===== src/rtl/mem_arb_pkg.sv =====
// Shared types and constants for the DataMem two-port arbiter.
package mem_arb_pkg;

   typedef enum logic [1:0] {
      ARB_IDLE = 2'd0,
      ARB_OWN0 = 2'd1,
      ARB_OWN1 = 2'd2
   } arb_state_t;

   localparam logic PORT_CORE  = 1'b0;
   localparam logic PORT_AUX   = 1'b1;
   // Port 0 wins the first tie after reset.
   localparam logic LAST_RESET = PORT_AUX;

endpackage


===== src/rtl/mem_arb_port_rsp.sv =====
// Per-port read-return register: captures MemRData on an accepted read beat.
module mem_arb_port_rsp #(
   parameter int unsigned DW = 8
) (
   input  logic          Clk,
   input  logic          Reset,
   input  logic          Accept,
   input  logic [DW-1:0] MemRData,
   output logic          RValid,
   output logic [DW-1:0] RData
);

   always_ff @(posedge Clk) begin
      if (Reset) begin
         RValid <= 1'b0;
         RData  <= '0;
      end else begin
         RValid <= Accept;
         if (Accept) begin
            RData <= MemRData;
         end
      end
   end

endmodule


===== src/rtl/data_mem_arbiter.sv =====
// Round-robin owner arbiter for the single-port DataMem, with bounded locked bursts.
module data_mem_arbiter
   import mem_arb_pkg::*;
#(
   parameter int unsigned AW        = 8,
   parameter int unsigned DW        = 8,
   parameter int unsigned MAX_BURST = 4
) (
   input  logic          Clk,
   input  logic          Reset,
   input  logic          Req0,
   input  logic          Req1,
   input  logic          Lock0,
   input  logic          Lock1,
   input  logic          We0,
   input  logic          We1,
   input  logic [AW-1:0] Addr0,
   input  logic [AW-1:0] Addr1,
   input  logic [DW-1:0] WData0,
   input  logic [DW-1:0] WData1,
   output logic          Gnt0,
   output logic          Gnt1,
   output logic          RValid0,
   output logic          RValid1,
   output logic [DW-1:0] RData0,
   output logic [DW-1:0] RData1,
   output logic [AW-1:0] MemAddr,
   output logic          MemWrEn,
   output logic [DW-1:0] MemWData,
   input  logic [DW-1:0] MemRData,
   output logic          Busy
);

   localparam int unsigned CW = $clog2(MAX_BURST + 1);
   localparam logic [CW-1:0] BurstMax = CW'(MAX_BURST);

   arb_state_t    state, stateNext;
   logic [CW-1:0] burstCnt, burstCntNext, cntInc;
   logic          last, lastNext;

   logic accept0, accept1;
   logic ownIsAux, ownReq, ownLock, ownAccept, otherReq;
   arb_state_t otherOwn;

   assign Gnt0    = (state == ARB_OWN0);
   assign Gnt1    = (state == ARB_OWN1);
   assign Busy    = (state != ARB_IDLE);
   assign accept0 = Gnt0 && Req0;
   assign accept1 = Gnt1 && Req1;

   always_comb begin
      MemAddr  = '0;
      MemWData = '0;
      MemWrEn  = 1'b0;
      if (accept0) begin
         MemAddr  = Addr0;
         MemWData = WData0;
         MemWrEn  = We0 && !Reset;
      end else if (accept1) begin
         MemAddr  = Addr1;
         MemWData = WData1;
         MemWrEn  = We1 && !Reset;
      end
   end

   // Fold the two OWN states onto one owner/other view.
   assign ownIsAux  = (state == ARB_OWN1);
   assign ownReq    = ownIsAux ? Req1 : Req0;
   assign ownLock   = ownIsAux ? Lock1 : Lock0;
   assign otherReq  = ownIsAux ? Req0 : Req1;
   assign otherOwn  = ownIsAux ? ARB_OWN0 : ARB_OWN1;
   assign ownAccept = accept0 || accept1;
   assign cntInc    = burstCnt + 1'b1;

   always_comb begin
      stateNext    = state;
      burstCntNext = burstCnt;
      lastNext     = last;
      unique case (state)
         ARB_IDLE: begin
            burstCntNext = '0;
            if (Req0 && Req1) begin
               stateNext = (last == PORT_CORE) ? ARB_OWN1 : ARB_OWN0;
            end else if (Req0) begin
               stateNext = ARB_OWN0;
            end else if (Req1) begin
               stateNext = ARB_OWN1;
            end
         end
         ARB_OWN0, ARB_OWN1: begin
            if (ownAccept && ownLock) begin
               if (cntInc < BurstMax) begin
                  burstCntNext = cntInc;
               end else begin
                  // Burst quota used up: hand over if someone waits, else start a fresh quota.
                  burstCntNext = '0;
                  if (otherReq) begin
                     stateNext = otherOwn;
                     lastNext  = ownIsAux ? PORT_AUX : PORT_CORE;
                  end
               end
            end else begin
               burstCntNext = '0;
               lastNext     = ownIsAux ? PORT_AUX : PORT_CORE;
               stateNext    = otherReq ? otherOwn : ARB_IDLE;
            end
            if (!ownReq) begin
               stateNext = otherReq ? otherOwn : ARB_IDLE;
            end
         end
         default: begin
            stateNext    = ARB_IDLE;
            burstCntNext = '0;
         end
      endcase
   end

   always_ff @(posedge Clk) begin
      if (Reset) begin
         state    <= ARB_IDLE;
         burstCnt <= '0;
         last     <= LAST_RESET;
      end else begin
         state    <= stateNext;
         burstCnt <= burstCntNext;
         last     <= lastNext;
      end
   end

   mem_arb_port_rsp #(
      .DW(DW)
   ) u_rsp0 (
      .Clk     (Clk),
      .Reset   (Reset),
      .Accept  (accept0 && !We0),
      .MemRData(MemRData),
      .RValid  (RValid0),
      .RData   (RData0)
   );

   mem_arb_port_rsp #(
      .DW(DW)
   ) u_rsp1 (
      .Clk     (Clk),
      .Reset   (Reset),
      .Accept  (accept1 && !We1),
      .MemRData(MemRData),
      .RValid  (RValid1),
      .RData   (RData1)
   );

endmodule

===== config.mk =====
export PLATFORM = sky130hd
export DESIGN_NAME = data_mem_arbiter
export DESIGN_NICKNAME = d
export VERILOG_FILES = /design/src/rtl/mem_arb_pkg.sv /design/src/rtl/mem_arb_port_rsp.sv /design/src/rtl/data_mem_arbiter.sv
export SDC_FILE = /design/constraint.sdc
export NUM_CORES = 1
export LEC_CHECK = 0
export ABC_AREA = 0
export BUFFER_PORTS_ARGS = -buffer_cell sky130_fd_sc_hd__buf_2
export CORE_MARGIN = 4
export CORE_UTILIZATION = 39
export CTS_BUF_LIST = sky130_fd_sc_hd__clkbuf_8
export DETAILED_ROUTE_END_ITERATION = 16
export PLACE_DENSITY = 0.82
export SYNTH_ARGS = -nofsm -noshare
export SYNTH_HDL_FRONTEND = slang
export SYNTH_SLANG_ARGS = --single-unit

===== constraint.sdc =====
create_clock -name Clk -period 1.7 [get_ports Clk]
set_input_delay 0.17 -clock Clk [delete_from_list [all_inputs] [get_ports Clk]]
set_output_delay 0.17 -clock Clk [all_outputs]
set_load 0.005 [all_outputs]

==> impl_results.md, run 1 <==
* CTS Buffer Depth at 2
* Layout Nets at a little over 300
* Area contributors post-synth: dfxtp_1 (37%), a22o_1 (11%), nand2_1 (9.5%)
* IR drop worst, VDD at 674 µV
* Synth unique cells at 40
* Critical Path Source Type: register
* Buffers and inverters on the worst path at 4
* Skew-Pair Late Insertion Delay at around 0.27 ns
* Status: finished, violations left
* Dpl ws at -0.132 ns
* Slowest CP cell: dfxtp_2
* Die area at about 4300 µm²
* Net Count, Synth at approximately 210
* Sequential share of the synthesized area at between 30% and 40%
* Final Critical Period at 1.81 ns
* Vias in the first global route at 1,419
* RSZ-0062 raised after global routing: true
* Failing checks: negative setup slack
* Fin. max-slew vios at 0
* FMAX at around 0.55 GHz
* H-tree depth at 1
* FF+latch count, synth at 24
* First-pass iteration count of the detailed router at 4
* P_leak at between 0.0009 and 0.001 µW
* CTS sink cnt at 24
* Final hold violation count at 0
* Reg clk slew, reported paths at about 0.08 ns
* Gr usage total at just under 20%
* Hold path endpoint: u_rsp0.RData[6]
* Synthesized area at approximately 1300 µm²
* Post-Syn Instances at around 160
* Fraction of layout cells with a size suffix above 1 at between 50% and 60%
* Worst R2R Start: state[0]
* PortBufs at 85
* Post-route worst setup slack at -0.106 ns
* Slew HR at about three fifths
* DPL Wire Length at ~3100 µm
* Total gr overflow at 0
* Worst R2R End: state[0]
* CP peak stage delay at approximately 0.35 ns
* Crit path max-delay family: buffers and inverters
* CP max FO at 8
* Average size of a mapped cell at roughly 8.4 µm²
* Worst Hold Depth at 3
* CTS buffer count at 3
* DRC Markers at 0
* Max-Cap Viols at 0
* Crit. Startpoint: state[0]
* Warnings, synthesis at 0
* Post-synth top area share at 37.0%
* Fillers at approximately 240
* Die Width at about 66 µm
* Worst Hold Class: in -> reg
* Final setup viols at 18
* CTS tree: done
* Initial DRC count at just over 50
* Ant diodes at 0
* Setup Crit Path Kind: reg -> out
* Setup TNS at -1.50 ns
* Routability cong. at about 0.87
* Core region area at 3130 µm²
* Area Overhead vs Synth at 59.6%
* Largest net degree at the start of global routing at 26
* Min-delay src: MemRData[6]
* Fin crit share at 106%
* WP data arrival at 1.64 ns
* Reg2Reg Depth at 6
* Worst EP required at 1.53 ns
* Yosys top cell by area: dfxtp_1
* Vias per cell at 5.07
* Global-route wire length before repair at 6470 µm
* CTS Root Cell: clkbuf_8
* Row count at 20
* FF-to-FF setup slack at -0.03 ns
* Vias at ~1,500
* Top-Level Pins at 86
* FF/Latch Area at around 490 µm²
* Initial antenna violation count at 0
* Worst path cell trace: buf_6 > ha_4 > and2_4 > nor2_4 > buf_6 > buf_12 > a22o_1 > buf_2
* DR WL/cell at 14.6 µm
* Nature of the critical path endpoint: output pin
* PwrDens at 1150 nW/µm²
* Post-CTS Hold Fix Bufs at 0
* Critical path's most frequent cell: buf_6
* Slew @ Worst Pin at around 0.57 ns
* Clock skew at 0.00130 ns
* Total Routed Length at ~4300 µm
* Die height at 65.7 µm
* Detail Route Antenna Nets at 0
* Area of the multi-input gates at a little over 800 µm²
* Effective utilization at floorplan at 41.5%
[registers in the layout, summed over array words and instances, names as in the netlist]
signal,count
burstCnt,3
last,1
state,2
u_rsp0.RData,8
u_rsp0.RValid,1
u_rsp1.RData,8
u_rsp1.RValid,1
[cells in the final DEF, fill, tap and decap left out, types with 2 or more instances in the layout]
cell | synthesis | routed
a22o_1 | 16 | 16
o21ai_0 | 2 | 2
buf_12 | 0 | 2
nand2b_1 | 7 | 7
inv_4 | 0 | 2
buf_6 | 2 | 2
ha_4 | 0 | 4
a21oi_1 | 19 | 18
buf_2 | 1 | 85
inv_1 | 4 | 2
ha_1 | 6 | 2
clkbuf_8 | 0 | 3
buf_4 | 1 | 11
nor2_1 | 5 | 5
dfxtp_1 | 24 | 22
nor4_1 | 2 | 2
mux2i_1 | 2 | 2
nand2_1 | 33 | 32
[cells in the mapped netlist (all sizes together)]
cell and number:
or3b 1, dfxtp 24, ha 6, nand2 33, nor2 6, a22o 17
clkdlybuf4s15 1, mux2 1, clkbuf 6, and3 1, o221ai 1, o311a 1
inv 4, conb 1, a311o 1, xor2 1, xnor2 1, and2 2
a22oi 1, o41ai 1, a21boi 2, nor4 2, o21ai 2, nand4b 1
mux2i 2, nor2b 1, a31oi 1, nand3 1, a21o 1, nand2b 7
a21oi 19, a2111o 1, buf 4, nand3b 1
[where the power goes]
| group | internal, µW | total (µW) | switching, µW |
|---|---|---|---|
| logic | 656 | 1200 | 544 |
| clock network | 315 | 499 | 184 |
| registers | 627 | 677 | 50.5 |
[how the worst max path moves through the flow]
stage,endpoint,cells after the start
2_1_floorplan,last,7
3_3_place_gp,last,6
3_5_place_dp,state[0],6
4_1_cts,MemAddr[4],8
5_1_grt,MemWData[2],8
6_report,MemWData[2],8
[timing repair]
item                                    CTS  global route
pin swaps                                 8             8
gates cloned                              1             0
buffers inserted                          7             1
gates resized for setup                  23             6
endpoints found under the setup margin   24            28
[cell families after synthesis]
kind of cell,count (synthesis),share of synthesized area [%]
AND/OR/NAND/NOR,56,20.2
AO/OA/AOI/OAI,48,26.6
flip-flops,24,37.0
buffers and inverters,15,6.36
adder cells (fa/ha/maj),6,5.78
multiplexers,3,2.41
XOR/XNOR,2,1.35
other,1,0.289
[layer usage]
| layer | vias up | track usage, % | routed length (µm) |
|---|---|---|---|
| li1 | 734 | - | - |
| met1 | 679 | 20.9 | 1590 |
| met2 | 71 | 36.4 | 2210 |
| met3 | 6 | 3.76 | 412 |
| met4 | 0 | 6.74 | 74 |
| met5 | - | 0 | 0 |
[metrics by stage]
stage | utilization, % | power, µW | std cells | hold WS [ns] | cell area, µm²
detailed placement | 57.5 | 1570 | 282 | 0.429 | 1800
CTS | 65.3 | 2300 | 293 | 0.143 | 2040
floorplan | - | 1200 | 155 | 0.306 | 1310
finish | 66.3 | 2380 | 294 | 0.145 | 2070
global placement | 57.5 | 1550 | 282 | 0.427 | 1800
global route | 66.3 | 2500 | 294 | 0.145 | 2070
[layout make-up]
class	instances	share of cell area, %
Sequential cell	24	23.4
Clock inverter	1	1.45
Multi-Input combinational cell	116	40.0
Tap cell	44	2.66
Timing Repair Buffer	102	29.6
Clock buffer	3	1.99
Inverter	4	0.966
[worst register-to-register path: cells and delay by family (launching register included)]
family,cells,cell delay (ns)
AOI/OAI and AO/OA,3,0.65
and+or+nand+nor,1,0.38
DFF,1,0.35
adders and majority gates,1,0.15
buffers and inverters,1,0.10
No activity file was read; power rests on OpenSTA's default activity.
==> run 2: changes to the inputs <==
--- a/config.mk
+++ b/config.mk
@@ -7,6 +7,7 @@
 export LEC_CHECK = 0
 export ABC_AREA = 0
 export BUFFER_PORTS_ARGS = -buffer_cell sky130_fd_sc_hd__buf_2
+export CORE_ASPECT_RATIO = 1.5
 export CORE_MARGIN = 4
 export CORE_UTILIZATION = 39
 export CTS_BUF_LIST = sky130_fd_sc_hd__clkbuf_8
==> run 2 against run 1 <==
Against the previous run:
- the run still ends with negative setup slack left
- first-iteration DRC count down 45%
- combinational power shrank 17%
- clock-buffer cell count unchanged
- worst setup slack better by 0.015 ns
- wire length shrank 9.8%
- critical path depth decreased by 2
- cell area decreased by 5.6%
- die area rose by 0.44%
- sequential share of layout area is 1.5 points higher
- critical endpoint is now state[0]
==> impl_results.md, run 2 (synthesized netlist as in run 1, its figures left out) <==
* FMAX at 0.558 GHz (was 0.554 GHz)
* Total Routed Length at 3880 µm (was 4300 µm)
* CTS sink cnt at 24 (unchanged)
* Fillers at 313 (was 244)
* Vias at 1,433 (was 1,490)
* Setup TNS at -0.941 ns (was -1.50 ns)
* Commonest non-fill, non-tap cell in the layout: buf_2 (unchanged)
* WP data arrival at 1.96 ns (was 1.64 ns)
* Slew @ Worst Pin at 0.574 ns (was 0.571 ns)
* Setup Crit Path Kind: reg -> reg (was reg -> out)
* PwrDens at 1110 nW/µm² (was 1150 nW/µm²)
* Status: finished, violations left (unchanged)
* P_leak at 0.000943 µW (was 0.000996 µW)
* Routability cong. at 0.929 (was 0.874)
* Gr usage total at 18.1% (was 19.2%)
* Worst path cell trace: inv_4 > ha_1 > or3b_1 > o311a_1 > a2111o_1 > o41ai_2 (was buf_6 > ha_4 > and2_4 > nor2_4 > buf_6 > buf_12 > a22o_1 > buf_2)
* Fin util at 61.3% (was 66.3%)
* Slew HR at 61.6% (was 61.9%)
* Final hold violation count at 0 (unchanged)
* RSZ-0062 raised after global routing: true (unchanged)
* Initial DRC count at 28 (was 51)
* Reg clk slew, reported paths at 0.09 ns (was 0.08 ns)
* DPL Wire Length at 2920 µm (was 3080 µm)
* PortBufs at 85 (unchanged)
* IR drop worst, VDD at 905 µV (was 674 µV)
* Fin crit share at 105% (was 106%)
* Tot Pwr at 2180 µW (was 2380 µW)
* Slowest CP cell: a2111o_1 (was dfxtp_2)
* Top-Level Pins at 86 (unchanged)
* CTS Root Cell: clkbuf_8 (unchanged)
* Area Overhead vs Synth at 50.7% (was 59.6%)
* Global-route wire length before repair at 5930 µm (was 6470 µm)
* Effective utilization at floorplan at 40.7% (was 41.5%)
* Ant diodes at 0 (unchanged)
* Largest registers: u_rsp0.RData: 8 flops, u_rsp1.RData: 8 flops, burstCnt: 3 flops (unchanged)
* DRC Markers at 0 (unchanged)
* First-pass iteration count of the detailed router at 4 (unchanged)
* Die height at 78.7 µm (was 65.7 µm)
* Detail Route Antenna Nets at 0 (unchanged)
* Failing checks: negative setup slack (unchanged)
* Row count at 25 (was 20)
* Die Width at 55.1 µm (was 65.7 µm)
* Die area at 4340 µm² (was 4320 µm²)
* Worst Hold Depth at 3 (unchanged)
* CTS buffer count at 3 (unchanged)
* Post-CTS Hold Fix Bufs at 0 (unchanged)
* Commonest cells after routing, fill and taps aside: buf_2 (85), nand2_1 (32), dfxtp_1 (22) (unchanged)
* Worst EP required at 1.87 ns (was 1.53 ns)
* Post-route worst setup slack at -0.0914 ns (was -0.106 ns)
* Vias in the first global route at 1,380 (was 1,419)
* Layout Nets at 297 (was 305)
* CP peak stage delay at 0.43 ns (was 0.35 ns)
* Vias per cell at 5.08 (was 5.07)
* Clock skew at 0.00203 ns (was 0.00130 ns)
* CP max FO at 4 (was 8)
* Worst hold slack at 0.144 ns (was 0.145 ns)
* Nature of the critical path endpoint: register (was output pin)
* Final setup viols at 19 (was 18)
* Final Critical Period at 1.79 ns (was 1.81 ns)
* Worst Hold Class: in -> reg (unchanged)
* Skew-Pair Late Insertion Delay at 0.27 ns (about the same)
* H-tree depth at 1 (unchanged)
* Max-Cap Viols at 0 (unchanged)
* CTS Buffer Depth at 2 (unchanged)
* Largest net degree at the start of global routing at 26 (unchanged)
* Core region area at 3190 µm² (was 3130 µm²)
* DR WL/cell at 13.7 µm (was 14.6 µm)
* CTS tree: done (unchanged)
* Total gr overflow at 0 (unchanged)
* Initial antenna violation count at 0 (unchanged)
* Reg2Reg Depth at 6 (unchanged)
* Fraction of layout cells with a size suffix above 1 at 48.3% (was 50.8%)
* Fin. max-slew vios at 0 (unchanged)
* Critical Path Source Type: register (unchanged)
run 2: changes by cell type in the layout (fill, tap and decap cells not counted), sizes merged:
cell    previous run  this run
clkbuf             3         4
buf              102        93
run 2: what timing repair did:
| item | in CTS | in global routing |
|---|---|---|
| resized for setup | 12 | 10 |
| setup endpoints to repair | 20 | 36 |
| pin swaps | 1 | 6 |
| hold endpoints to repair | 0 | 0 |
| buffers inserted | 1 | 2 |
| cloned | 0 | 1 |
run 2: metal layers:
metal	share of wire, %	vias to the layer above	GRT usage (%)
li1	-	719	-
met1	38	663	18.2
met2	55	42	33.5
met3	5.5	9	3.04
met4	2.0	0	8.52
met5	0	-	0
run 2: path summary, 6_finish.rpt:
kind,start,endpoint,slack [ns]
setup / recovery,state[0],state[0],-0.09
hold / removal,MemRData[7],u_rsp1.RData[7],0.14
setup reg to reg,state[0],state[0],-0.09
hold reg to reg,burstCnt[0],burstCnt[0],0.44
run 2: layout make-up:
| class | count | area (µm²) | share of cell area (%) |
|---|---|---|---|
| clock buffers | 3 | 41.3 | 2.11 |
| clock inverters | 1 | 30.0 | 1.53 |
| inverters | 4 | 20.0 | 1.02 |
| multi-input cells | 116 | 793 | 40.5 |
| flip-flops and latches | 24 | 488 | 24.9 |
| well taps | 40 | 50.0 | 2.56 |
| repair buffers | 94 | 534 | 27.3 |
run 2: power breakdown:
part / internal, µW / switching (µW)
Clock: 315 / 184
Sequential: 629 / 56.8
Combinational: 515 / 481
run 2: critical path, delay by kind of cell (launching register included):
family,cells,cell delay [ns]
compound gates,3,0.65
flops,1,0.38
fa+ha+maj,1,0.20
simple gates,1,0.39
buf+inv,1,0.08
run 2: metrics by stage:
| step | std cells | instance area [µm²] | setup WS (ns) |
|---|---|---|---|
| after floorplan | 155 | 1310 | 0.00822 |
| after global placement | 274 | 1750 | -0.0320 |
| after detailed placement | 274 | 1750 | -0.0727 |
| after CTS | 279 | 1870 | -0.0604 |
| after global routing | 282 | 1960 | -0.161 |
| final | 282 | 1960 | -0.0914 |
==> run 3: changes to the inputs <==
==> constraint.sdc (replaced) <==
create_clock -name Clk -period 1.5 [get_ports Clk]
set_input_delay 0.15 -clock Clk [delete_from_list [all_inputs] [get_ports Clk]]
set_output_delay 0.15 -clock Clk [all_outputs]
set_load 0.005 [all_outputs]
==> run 3 against run 2 <==
Against the previous run:
- the flow still finishes with violations (negative setup slack)
- clock power is 11% higher
- sequential cell count stayed put
- first-iteration DRC count is 18% higher
- die area stayed put
- critical path depth is 1 higher
- worst hold slack worse by 0.016 ns
- sequential share of layout area is 1.1 points lower
- cell area is 4.8% higher
- clock-buffer cell count stayed put
- non-clock buffer count is 6 higher
- register-to-register slack worse by 0.12 ns
- critical path type is now reg -> out
==> impl_results.md, run 3 (synthesized netlist as in run 1, its figures left out) <==
* Status: finished, violations left (unchanged)
* Failing checks: negative setup slack (unchanged)
* CTS Buffer Depth at 2 (unchanged)
* Fin util at 64.3% (was 61.3%)
* Commonest cells after routing, fill and taps aside: buf_2 (85), nand2_1 (32), dfxtp_1 (22) (unchanged)
* Vias per cell at 5.02 (was 5.08)
* Nature of the critical path endpoint: output pin (was register)
* Final Critical Period at about 1.7 ns
* Initial antenna violation count at 0 (unchanged)
* Die area at 4340 µm² (unchanged)
* Top-Level Pins at 86 (unchanged)
* CTS Root Cell: clkbuf_8 (unchanged)
* Die height at 78.7 µm (unchanged)
* Fin. max-slew vios at 0 (unchanged)
* Tot Pwr at 2640 µW (was 2180 µW)
* Effective utilization at floorplan at 40.7% (unchanged)
* Post-CTS Hold Fix Bufs at 0 (unchanged)
* DR WL/cell at 13.7 µm (about the same)
* Setup Crit Path Kind: reg -> out (was reg -> reg)
* Area Overhead vs Synth at 57.9% (was 50.7%)
* IR drop worst, VDD at 969 µV (was 905 µV)
* Vias in the first global route at 1,400 (was 1,380)
* Grt met1 use at 18.9% (was 18.2%)
* Worst hold slack at 0.128 ns (was 0.144 ns)
* FF-to-FF setup slack at -0.21 ns (was -0.09 ns)
* Reg clk slew, reported paths at 0.09 ns (about the same)
* Fraction of layout cells with a size suffix above 1 at 53.2% (was 48.3%)
* CP max FO at 16 (was 4)
* Ant diodes at 0 (unchanged)
* CTS tree: done (unchanged)
* Layout Cells excl Fill at 288 (was 282)
* Routability cong. at 0.840 (was 0.929)
* Total Routed Length at 3950 µm (was 3880 µm)
* P_leak at 0.000983 µW (was 0.000943 µW)
* Max-Cap Viols at 0 (unchanged)
* Row count at 25 (unchanged)
* Vias at 1,445 (was 1,433)
* Total gr overflow at 0 (unchanged)
* Layout Nets at 303 (was 297)
* Global-route wire length before repair at 5980 µm (was 5930 µm)
* Clock skew at 0.00512 ns (was 0.00203 ns)
* WP data arrival at 1.57 ns (was 1.96 ns)
* Detail Route Antenna Nets at 0 (unchanged)
* Gr busiest metal: met2 (unchanged)
* Largest registers: u_rsp0.RData: 8 flops, u_rsp1.RData: 8 flops, burstCnt: 3 flops (unchanged)
* CTS sink cnt at 24 (unchanged)
* Dpl ws at -0.146 ns (was -0.0727 ns)
* Fin crit share at 115%
* H-tree depth at 1 (unchanged)
* Core region area at 3190 µm² (unchanged)
* PortBufs at 85 (unchanged)
* DPL Wire Length at 2880 µm (was 2920 µm)
* Final hold violation count at 0 (unchanged)
* Initial DRC count at 33 (was 28)
* Reg2Reg Depth at 6 (unchanged)
* Worst Hold Class: in -> reg (unchanged)
* Skew-Pair Late Insertion Delay at 0.26 ns (was 0.27 ns)
* RSZ-0062 raised after global routing: true (unchanged)
* Cells after DPL at 279 (was 274)
* Met3 Use GR at 1.71% (was 3.04%)
* DRC Markers at 0 (unchanged)
* Commonest non-fill, non-tap cell in the layout: buf_2 (unchanged)
* Post-route worst setup slack at -0.224 ns (was -0.0914 ns)
* PwrDens at 1290 nW/µm² (was 1110 nW/µm²)
* Final setup viols at 20 (was 19)
* Largest net degree at the start of global routing at 26 (unchanged)
* Gr usage total at 18.1% (about the same)
* First-pass iteration count of the detailed router at 4 (unchanged)
* Critical Path Source Type: register (unchanged)
* Met2 Use GR at 35.0% (was 33.5%)
* CTS buffer count at 3 (unchanged)
* FMAX at between 0.5 and 0.6 GHz
* Worst EP required at 1.35 ns (was 1.87 ns)
* Die Width at 55.1 µm (unchanged)
* Worst Hold Depth at 3 (unchanged)
-- run 3: final timing paths --
path | from | end
worst max register to register | state[0] | state[0]
worst min-delay path | MemRData[6] | u_rsp1.RData[6]
worst max-delay path | state[1] | MemAddr[1]
worst min register to register | burstCnt[0] | burstCnt[0]
-- run 3: layer usage --
metal  share of wire (%)  vias to the layer above
li1                    -                      729
met1                  34                      667
met2                  58                       45
met3                 6.5                        4
met4                0.81                        0
met5                   0                        -
-- run 3: area by class of cell --
cell class              instances  area (µm²)
clock buffers                   3        41.3
clock inverters                 1        30.0
fillers                       307        1140
inverters                       4        22.5
multi-input cells             116         857
flip-flops and latches         24         488
well taps                      40        50.0
repair buffers                100         562
-- run 3: timing repair --
item / CTS / global route
pin swaps: 8 / 1
buffers inserted: 5 / 1
gates cloned: 0 / 0
endpoints found under the setup margin: 20 / 37
resized for setup: 10 / 11
-- run 3: per-stage QoR --
stage,TNS (ns),cell area (µm²)
after global placement,-0.374,1850
after CTS,-3.65,2010
after global routing,-5.41,2050
after floorplan,-0.0821,1380
final,-4.00,2050
after detailed placement,-0.780,1850
-- run 3: where the power goes --
part | internal, µW | leakage (µW) | switching, µW
Sequential | 713 | 0.000196 | 61.9
Combinational | 705 | 0.000751 | 605
Clock | 356 | 0.0000357 | 199
Total | 1770 | 0.000983 | 866
-- run 3: critical path: stages (launching register included) --
cell     delay [ns]
dfxtp_4        0.39
inv_4          0.05
ha_4           0.15
and2_4         0.18
nor2_4         0.14
buf_12         0.15
a22o_1         0.14
buf_2          0.11
